File: src/rtl/sobel_div_pkg.sv
// Shared definitions for the sequential signed divider: default widths,
// result latency and the control state encoding.
package sobel_div_pkg;

   localparam int DEF_DIVIDEND_WIDTH = 20;
   localparam int DEF_DIVISOR_WIDTH  = 11;
   localparam int LATENCY            = DEF_DIVIDEND_WIDTH + 1;

   typedef enum logic [1:0] {
      IDLE = 2'd0,
      CALC = 2'd1,
      FIX  = 2'd2,
      DONE = 2'd3
   } state_t;

endpackage

File: src/rtl/sobel_div_seq_20s_11s_if.sv
// Operand and result handshake bundle of the sequential signed divider.
// The producer/consumer side uses master, the divider uses slave.
interface sobel_div_seq_20s_11s_if
   import sobel_div_pkg::*;
#(
   parameter int DIVIDEND_WIDTH = DEF_DIVIDEND_WIDTH,
   parameter int DIVISOR_WIDTH  = DEF_DIVISOR_WIDTH
);
   logic                      in_valid;
   logic                      in_ready;
   logic [DIVIDEND_WIDTH-1:0] dividend;
   logic [DIVISOR_WIDTH-1:0]  divisor;
   logic                      out_valid;
   logic                      out_ready;
   logic [DIVIDEND_WIDTH-1:0] quotient;
   logic [DIVISOR_WIDTH-1:0]  remainder;
   logic                      div_by_zero;
   logic                      overflow;

   modport master (
      output in_valid, dividend, divisor, out_ready,
      input  in_ready, out_valid, quotient, remainder, div_by_zero, overflow
   );

   modport slave (
      input  in_valid, dividend, divisor, out_ready,
      output in_ready, out_valid, quotient, remainder, div_by_zero, overflow
   );

endinterface

File: src/rtl/sobel_div_step.sv
// One restoring shift-subtract step: shift in the next dividend bit and
// subtract |divisor| when it fits, producing one quotient bit.
module sobel_div_step #(
   parameter int DIVISOR_WIDTH = 11
) (
   input  logic [DIVISOR_WIDTH:0]   i_rem,
   input  logic                     i_bit,
   input  logic [DIVISOR_WIDTH-1:0] i_dmag,
   output logic [DIVISOR_WIDTH:0]   o_rem,
   output logic                     o_qbit
);
   localparam int VW = DIVISOR_WIDTH;

   logic [VW+1:0] w_shift;
   logic [VW:0]   w_diff;

   // The shifted value is below 2*|divisor|, so the difference fits VW+1 bits.
   assign w_shift = {i_rem, i_bit};
   assign o_qbit  = (w_shift >= {2'b00, i_dmag});
   assign w_diff  = w_shift[VW:0] - {1'b0, i_dmag};
   assign o_rem   = o_qbit ? w_diff : w_shift[VW:0];

endmodule

File: src/rtl/sobel_div_seq_20s_11s.sv
// Iterative signed divider: magnitudes are divided MSB first, one bit per
// cycle, then signs and the divide-by-zero / overflow cases are applied.
module sobel_div_seq_20s_11s
   import sobel_div_pkg::*;
#(
   parameter int DIVIDEND_WIDTH = DEF_DIVIDEND_WIDTH,
   parameter int DIVISOR_WIDTH  = DEF_DIVISOR_WIDTH
) (
   input  logic                   ap_clk,
   input  logic                   ap_rst,
   sobel_div_seq_20s_11s_if.slave bus
);
   localparam int DW = DIVIDEND_WIDTH;
   localparam int VW = DIVISOR_WIDTH;
   localparam int CW = $clog2(DW);

   state_t          r_state;
   logic [DW-1:0]   r_dvd;
   logic [VW-1:0]   r_dmag;
   logic [VW:0]     r_rem;
   logic [CW-1:0]   r_cnt;
   logic            r_neg_q;
   logic            r_neg_r;
   logic            r_dbz;
   logic            r_ovf;
   logic            r_in_ready;
   logic            r_out_valid;
   logic [DW-1:0]   r_quotient;
   logic [VW-1:0]   r_remainder;
   logic            r_div_by_zero;
   logic            r_overflow;

   logic [DW-1:0]   w_dvd_mag;
   logic [VW-1:0]   w_dsr_mag;
   logic            w_dbz;
   logic            w_ovf;
   logic [DW-1:0]   w_q_signed;
   logic [VW-1:0]   w_r_signed;
   logic [VW:0]     w_rem_next;
   logic            w_q_bit;

   // Magnitudes are unsigned, so |-2^(DW-1)| is representable.
   assign w_dvd_mag  = bus.dividend[DW-1] ? -bus.dividend : bus.dividend;
   assign w_dsr_mag  = bus.divisor[VW-1] ? -bus.divisor : bus.divisor;
   assign w_dbz      = (bus.divisor == '0);
   assign w_ovf      = (bus.dividend == {1'b1, {(DW-1){1'b0}}}) && (bus.divisor == '1);
   assign w_q_signed = r_neg_q ? -r_dvd : r_dvd;
   assign w_r_signed = r_neg_r ? -r_rem[VW-1:0] : r_rem[VW-1:0];

   sobel_div_step #(.DIVISOR_WIDTH(VW)) u_step (
      .i_rem  (r_rem),
      .i_bit  (r_dvd[DW-1]),
      .i_dmag (r_dmag),
      .o_rem  (w_rem_next),
      .o_qbit (w_q_bit)
   );

   // Control FSM and datapath; r_dvd shifts dividend bits out and quotient bits in.
   always_ff @(posedge ap_clk or posedge ap_rst) begin
      if (ap_rst) begin
         r_state       <= IDLE;
         r_dvd         <= '0;
         r_dmag        <= '0;
         r_rem         <= '0;
         r_cnt         <= '0;
         r_neg_q       <= 1'b0;
         r_neg_r       <= 1'b0;
         r_dbz         <= 1'b0;
         r_ovf         <= 1'b0;
         r_in_ready    <= 1'b1;
         r_out_valid   <= 1'b0;
         r_quotient    <= '0;
         r_remainder   <= '0;
         r_div_by_zero <= 1'b0;
         r_overflow    <= 1'b0;
      end else begin
         case (r_state)
            IDLE: begin
               if (bus.in_valid && r_in_ready) begin
                  r_dvd         <= w_dvd_mag;
                  r_dmag        <= w_dsr_mag;
                  r_rem         <= '0;
                  r_cnt         <= CW'(DW - 1);
                  r_neg_q       <= bus.dividend[DW-1] ^ bus.divisor[VW-1];
                  r_neg_r       <= bus.dividend[DW-1];
                  r_dbz         <= w_dbz;
                  r_ovf         <= w_ovf;
                  r_div_by_zero <= 1'b0;
                  r_overflow    <= 1'b0;
                  r_in_ready    <= 1'b0;
                  r_state       <= CALC;
               end
            end
            CALC: begin
               r_rem <= w_rem_next;
               r_dvd <= {r_dvd[DW-2:0], w_q_bit};
               if (r_cnt == '0) begin
                  r_state <= FIX;
               end else begin
                  r_cnt <= r_cnt - CW'(1);
               end
            end
            FIX: begin
               if (r_dbz) begin
                  r_quotient  <= '1;
                  r_remainder <= '0;
               end else if (r_ovf) begin
                  r_quotient  <= {1'b1, {(DW-1){1'b0}}};
                  r_remainder <= '0;
               end else begin
                  r_quotient  <= w_q_signed;
                  r_remainder <= w_r_signed;
               end
               r_div_by_zero <= r_dbz;
               r_overflow    <= r_ovf;
               r_out_valid   <= 1'b1;
               r_state       <= DONE;
            end
            DONE: begin
               if (bus.out_ready) begin
                  r_out_valid <= 1'b0;
                  r_in_ready  <= 1'b1;
                  r_state     <= IDLE;
               end
            end
            default: begin
               r_out_valid <= 1'b0;
               r_in_ready  <= 1'b1;
               r_state     <= IDLE;
            end
         endcase
      end
   end

   // in_ready must read low for as long as reset is held.
   assign bus.in_ready    = r_in_ready & ~ap_rst;
   assign bus.out_valid   = r_out_valid;
   assign bus.quotient    = r_quotient;
   assign bus.remainder   = r_remainder;
   assign bus.div_by_zero = r_div_by_zero;
   assign bus.overflow    = r_overflow;

endmodule

File: src/flat_wrapper.sv
// flat-port wrapper written by rule: the top's interface ports become plain ports
module sobel_div_seq_20s_11s_flat import sobel_div_pkg::*;
#(
   parameter int DIVIDEND_WIDTH = DEF_DIVIDEND_WIDTH,
   parameter int DIVISOR_WIDTH  = DEF_DIVISOR_WIDTH
)
  (ap_clk, ap_rst, bus_in_valid, bus_dividend, bus_divisor, bus_out_ready, bus_in_ready, bus_out_valid, bus_quotient, bus_remainder, bus_div_by_zero, bus_overflow);
  sobel_div_seq_20s_11s_if #(.DIVIDEND_WIDTH(DIVIDEND_WIDTH), .DIVISOR_WIDTH(DIVISOR_WIDTH)) bus_i ();
  input  logic ap_clk;
  input  logic ap_rst;
  input wire logic [$bits(bus_i.in_valid)-1:0] bus_in_valid;
  input wire logic [$bits(bus_i.dividend)-1:0] bus_dividend;
  input wire logic [$bits(bus_i.divisor)-1:0] bus_divisor;
  input wire logic [$bits(bus_i.out_ready)-1:0] bus_out_ready;
  output wire logic [$bits(bus_i.in_ready)-1:0] bus_in_ready;
  output wire logic [$bits(bus_i.out_valid)-1:0] bus_out_valid;
  output wire logic [$bits(bus_i.quotient)-1:0] bus_quotient;
  output wire logic [$bits(bus_i.remainder)-1:0] bus_remainder;
  output wire logic [$bits(bus_i.div_by_zero)-1:0] bus_div_by_zero;
  output wire logic [$bits(bus_i.overflow)-1:0] bus_overflow;
  assign bus_i.in_valid = bus_in_valid;
  assign bus_i.dividend = bus_dividend;
  assign bus_i.divisor = bus_divisor;
  assign bus_i.out_ready = bus_out_ready;
  assign bus_in_ready = bus_i.in_ready;
  assign bus_out_valid = bus_i.out_valid;
  assign bus_quotient = bus_i.quotient;
  assign bus_remainder = bus_i.remainder;
  assign bus_div_by_zero = bus_i.div_by_zero;
  assign bus_overflow = bus_i.overflow;
  sobel_div_seq_20s_11s #(.DIVIDEND_WIDTH(DIVIDEND_WIDTH), .DIVISOR_WIDTH(DIVISOR_WIDTH)) u_core (.ap_clk(ap_clk), .ap_rst(ap_rst), .bus(bus_i));
endmodule
File: config.mk
export PLATFORM = sky130hd
export DESIGN_NAME = sobel_div_seq_20s_11s_flat
export DESIGN_NICKNAME = d
export VERILOG_FILES = /design/src/rtl/sobel_div_pkg.sv /design/src/rtl/sobel_div_seq_20s_11s_if.sv /design/src/rtl/sobel_div_step.sv /design/src/rtl/sobel_div_seq_20s_11s.sv /design/src/flat_wrapper.sv
export SDC_FILE = /design/constraint.sdc
export NUM_CORES = 1
export LEC_CHECK = 0
export CAP_MARGIN = 20
export CORE_MARGIN = 5
export CORE_UTILIZATION = 45
export CTS_CLUSTER_SIZE = 20
export DETAILED_ROUTE_END_ITERATION = 10
export PLACE_DENSITY = 0.72
export SLEW_MARGIN = 20
export SYNTH_ARGS = -nofsm -noshare
export SYNTH_HDL_FRONTEND = slang
export SYNTH_SLANG_ARGS = --single-unit
File: constraint.sdc
create_clock -name ap_clk -period 9.2 [get_ports ap_clk]
set_input_delay 2.3 -clock ap_clk [delete_from_list [all_inputs] [get_ports ap_clk]]
set_output_delay 2.3 -clock ap_clk [all_outputs]
set_load 0.02 [all_outputs]
# Yosys cells after proc, flatten, opt, wreduce, memory -nomap -nowiden
# Cells that the tools add are included.
[op_classes]
bitwise_logic = 3
muxes = 27
n_addsub = 6
magnitude_cmp = 1
n_eq_ne = 9
reduce_logical = 16
[ops]
columns = ["op", "n"]
rows = [
  ["$mux W20", 5],
  ["$mux W11", 4],
  ["$neg A20 Y20", 2],
  ["$pmux W20 S2", 1],
  ["$mux W12", 2],
  ["$pmux W12 S2", 1],
  ["$neg A11 Y11", 2],
  ["$eq A20 B20 Y1 const B", 1],
  ["$ge A13 B11 Y1", 1],
  ["$sub A12 B11 Y12", 1],
  ["$eq A11 B11 Y1 const B", 1],
  ["$logic_not A11 Y1", 1],
  ["$mux W5", 2],
  ["$pmux W5 S2", 1],
  ["$reduce_and A3 Y1", 3],
  ["$pmux W1 S2", 4],
  ["$pmux W2 S4", 1],
  ["$reduce_and A2 Y1", 4],
  ["$reduce_bool A2 Y1", 4],
  ["$mux W2", 3],
  ["$logic_not A5 Y1", 1],
  ["$sub A5 B1 Y5 const B", 1],
  ["$eq A2 B2 Y1 const B", 2],
  ["$ne A2 B1 Y1 const B", 2],
  ["8 further kinds", 12],
]
[totals]
output_inout_bits = 35
wordCells = 77
reg_bits = 89

# Logic depth before layout (Yosys ltp)
[logic_depth]
ltp_word = 4
ltp_mapped = 11
mapped_depth_nobuf = 10

# Modules after synthesis
# From an unflattened synthesis, not the netlist that was laid out.
[hier_totals]
hier_cells = 621
hier_area_um2 = 5561.6
[by_module_without_submodules]
columns = ["module", "instances", "area_each_um2", "cells_per_inst"]
rows = [
  ["sobel_div_seq_20s_11s", 1, 4830.9, 524],
  ["sobel_div_step", 1, 730.7, 97],
]

# Worst setup path before layout
# OpenSTA, ideal clock, no wires.
[synth_path]
path_type = "input -> output"
startpoint = "input ap_rst"
endpoint = "output bus_in_ready"
arrival_time_ns = 2.604
cell_stages = 1
path_slack_ns = 4.296
path_buffers = 0
path_cell_list = "nor2b_1"
[synth_between]
elab_chain_cells = 2
[synth_lines]
columns = ["element", "line_no", "text"]
rows = [
  ["start: declaration", "flat_wrapper.sv:10", "input logic ap_rst;"],
  ["$not A1 Y1", "sobel_div_seq_20s_11s.sv:136", "assign bus.in_ready = r_in_ready & ~ap_rst;"],
  ["$and A1 B1 Y1", "sobel_div_seq_20s_11s.sv:136", ""],
  ["end: declaration", "flat_wrapper.sv:15", "output wire logic [$bits(bus_i.in_ready)-1:0] bus_in_ready;"],
]
# No other way between the ends.

# Worst setup path after layout
# Same ends and word-level chain as after synthesis.

==> out/metrics.cfg <==
[run_status]
run_status = completed

[timing]
layout_min_cycle_time_ns = 5.765
setup-violations-final = 0
slew_headroom_pct = 33.24
timing.final.crit_share_pct = 62.67
hold_viol_final = 0
worst_pin_slew_ns = 0.9987
tns_ns = 0
final.setup_skew_ns = 0.007455
fmax_mhz = 173.5
rsz0062_at_grt = no
final_max_tran_viols = 0
fin_ws_ns = 3.435

[cells_and_area]
layout_common_cells = dfrtp_1, clkdlybuf4s50_1, nand2_1
final_design_area_excluding_fillers_mm2 = 0.006689
fin_nets = 751
insertedDiodeCount = 0
flow.area_growth_from_synthesis_pct = 19.95
leading_cell_type_in_the_layout_fill_and_taps_excluded = dfrtp_1
drive_above_1_share_pct = 4.741
fin_util_pct = 55.46

[setup_path]
cp_top_family = buffers and inverters
timing.critical_path.to_type = primary output
timing.rr.end = u_core.r_cnt[4]$_DFFE_PP0P_
crit-reg2reg-launch = u_core.r_state[0]$_DFFE_PP0P_
crit_path_category = in -> out
cp_cell_sequence = clkdlybuf4s50_1 -> nor2b_1 -> clkdlybuf4s50_1
critical_path_arrival_ns = 3.47
timing.critical_path.buf_inv = 2
critical_path_required_ns = 6.90
path_max_fanout = 2
r2r_cells = 9
ff2ff_setup_slack_ns = 5.84
worst_setup_path_start_kind = input port
critical_path.slowest_cell = clkdlybuf4s50_1
crit_path_max_incr_delay_ns = 0.61
critical-path-top-cell-by-count = clkdlybuf4s50_1

[clock_tree]
post_cts.resized_instances = 0
clock_tree_from_tritoncts = done
clock-sinks = 89
hold_buffers = 0
clkSlewWorstSetupHoldPaths_ns = 0.06
h_tree_level_count = 3
post_cts_buffers = 0
cts_max_path_buffers = 2
clk-insertion-delay-late_ns = 0.34
cts-buffers-inserted = 9
cts.root.buffer_cell = clkbuf_16

[logic_synthesis]
synth-warning-count = 0
post_syn_area_per_cell_um2 = 8.686
post_synthesis_net_count = 701
synthesis.instances = 642
part_of_the_yosys_area_used_for_sequential_elements_pct = 39.96
ys_seq_elements = 89
synth_enable_flop_cells = 0
synth-async-reset-ratio_pct = 100.0
netlist_area_mm2 = 0.005577
ys.flop_type = dfrtp_1
synth_cell_types = 57

[worst_hold_path]
class_of_the_most_critical_hold_timing_path = reg -> reg
worst_hold_path.endpoint = u_core.r_dmag[9]$_DFFE_PP0P_
min_path_cells = 2
worst_hold_startpoint = u_core.r_dmag[9]$_DFFE_PP0P_

[route]
drt-pass1-iter-count = 5
drt-vias-per-instance = 5.565
number_of_vias_in_the_routed_layout = 4808
first_iter_violations = 388
drt-total-wl_mm = 13.47
detail_route.wl_per_cell_um = 15.59
detail_route.drc_violations = 0
ant_nets = 0

[floorplan]
die_w_um = 121.3
die_y_um = 121.3
ioPinCount = 70
initial_core_util_pct = 46.23
floorplan.rows = 40
core-area_mm2 = 0.01206
die-area_mm2 = 0.01472

[power_and_ir_drop]
static-leakage-power_nw = 2.852
vdd_ir_drop_max_v = 0.0001819
p_per_area_mw_per_mm2 = 380.8

[placement]
detailed_place.area_mm2 = 0.006381
detailed_place_hpwl_mm = 9.837
final_weighted_congestion_of_routability_driven_global_placement = 0.8607
worst_setup_slack_before_clock_tree_synthesis_ns = 3.442
placement.io_buffers = 69

[global_route]
aggregate_global_route_resource_usage_pct = 18.90
vias_in_the_first_global_route = 4732
grt_max_degree = 90
grt_first_pass_wirelength_mm = 22.89
gr-total-overflow = 0
initial_antenna_violation_count = 0

[job]
drv.max_cap_violation_count = 0

-- worst max-delay path by stage --
stage / from / endpoint / slack, ns / cells after the start
floorplan: ap_rst / bus_in_ready / 4.30 / 1
global placement: ap_rst / bus_in_ready / 3.42 / 3
detailed placement: ap_rst / bus_in_ready / 3.44 / 3
CTS: ap_rst / bus_in_ready / 3.42 / 3
global route: ap_rst / bus_in_ready / 3.39 / 3
finish: ap_rst / bus_in_ready / 3.43 / 3
-- kinds of logic after synthesis --
kind of cell	after synthesis	share of synthesized area, %
AO/OA/AOI/OAI	189	21.14
XOR/XNOR	61	9.580
multiplexers	17	3.074
adder cells (fa/ha/maj)	24	5.519
AND/OR/NAND/NOR	184	15.41
flip-flops	89	39.96
buffers and inverters	78	5.317
-- cell usage after synthesis, types with 2 or more instances --
cell type	instances	area [µm²]
a2111oi_0	2	17.52
a211oi_1	3	22.52
a21o_1	3	22.52
a21oi_1	58	290.3
a22o_1	2	17.52
a22oi_1	3	22.52
a31oi_1	3	18.77
a32o_1	2	20.02
and3_1	3	18.77
buf_1	2	7.510
buf_2	3	15.01
clkbuf_1	29	108.9
dfrtp_1	88	2202
ha_1	23	287.8
inv_1	44	165.2
mux2i_1	16	160.2
nand2_1	68	255.2
nand2b_1	3	18.77
nand3_1	8	40.04
nand4_1	4	25.02
nor2_1	55	206.5
nor2b_1	5	31.28
nor3_1	8	40.04
nor3b_1	2	15.01
nor4_1	3	18.77
o21a_1	2	15.01
o21ai_0	55	275.3
o22a_1	5	43.79
o22ai_1	19	118.9
o31ai_1	13	97.59
o41ai_1	7	61.31
or2_2	3	18.77
or3_1	7	43.79
or4_1	7	52.55
or4_4	3	33.78
xnor2_1	24	210.2
xor2_1	37	324.1
-- registers in the layout (all words and copies together), names as in the netlist --
signal,flops
u_core.bus.quotient,20
u_core.r_dvd,20
u_core.r_rem,12
u_core.bus.remainder,11
u_core.r_dmag,11
u_core.r_cnt,5
u_core.r_state,2
u_core.bus.div_by_zero,1
u_core.bus.out_valid,1
u_core.bus.overflow,1
u_core.r_dbz,1
u_core.r_in_ready,1
u_core.r_neg_q,1
u_core.r_neg_r,1
u_core.r_ovf,1
-- per-stage QoR --
step	power [W]	hold WS (ns)	instances
3_5_place_dp	0.002155	0.4727	849
2_1_floorplan	0.001757	0.4498	642
5_1_grt	0.002757	0.5264	864
3_3_place_gp	0.002105	0.4658	849
6_report	0.002547	0.4806	864
4_1_cts	0.002548	0.4853	864
-- metal layers --
layer  global-route usage, %  routed length (µm)  vias to the layer above  part of all wire (%)
met1                   27.02                6400                     2299                    48
li1                        -                   -                     2365                     -
met2                   28.98                6100                      121                    45
met3                   2.797                 675                       23                   5.0
met5                       0                   0                        -                     0
met4                   7.073                 292                        0                   2.2
-- cell type report --
class	instances	area (µm²)
fill	1132	5373
inverter	44	166.4
clock inverter	2	37.54
clock buffer	13	260.3
sequential	89	2228
tap	168	210.2
multi-input combinational	475	3062
timing repair buffer	73	724.4
-- tightest hold or removal path, cell delays in order (launching register included) --
cell and delay [ns]:
dfrtp_1 0.34, nand2_1 0.05, o21ai_0 0.06
-- where the power goes --
group / total (W) / internal, W / leakage, nW / switching, W
sequential: 0.000753 / 0.000565 / 1.08 / 0.000188
clock: 0.000373 / 0.000224 / 0.142 / 0.000149
combinational: 0.00142 / 0.000626 / 1.63 / 0.000795
Note: power is estimated with default switching activity, not from simulation.
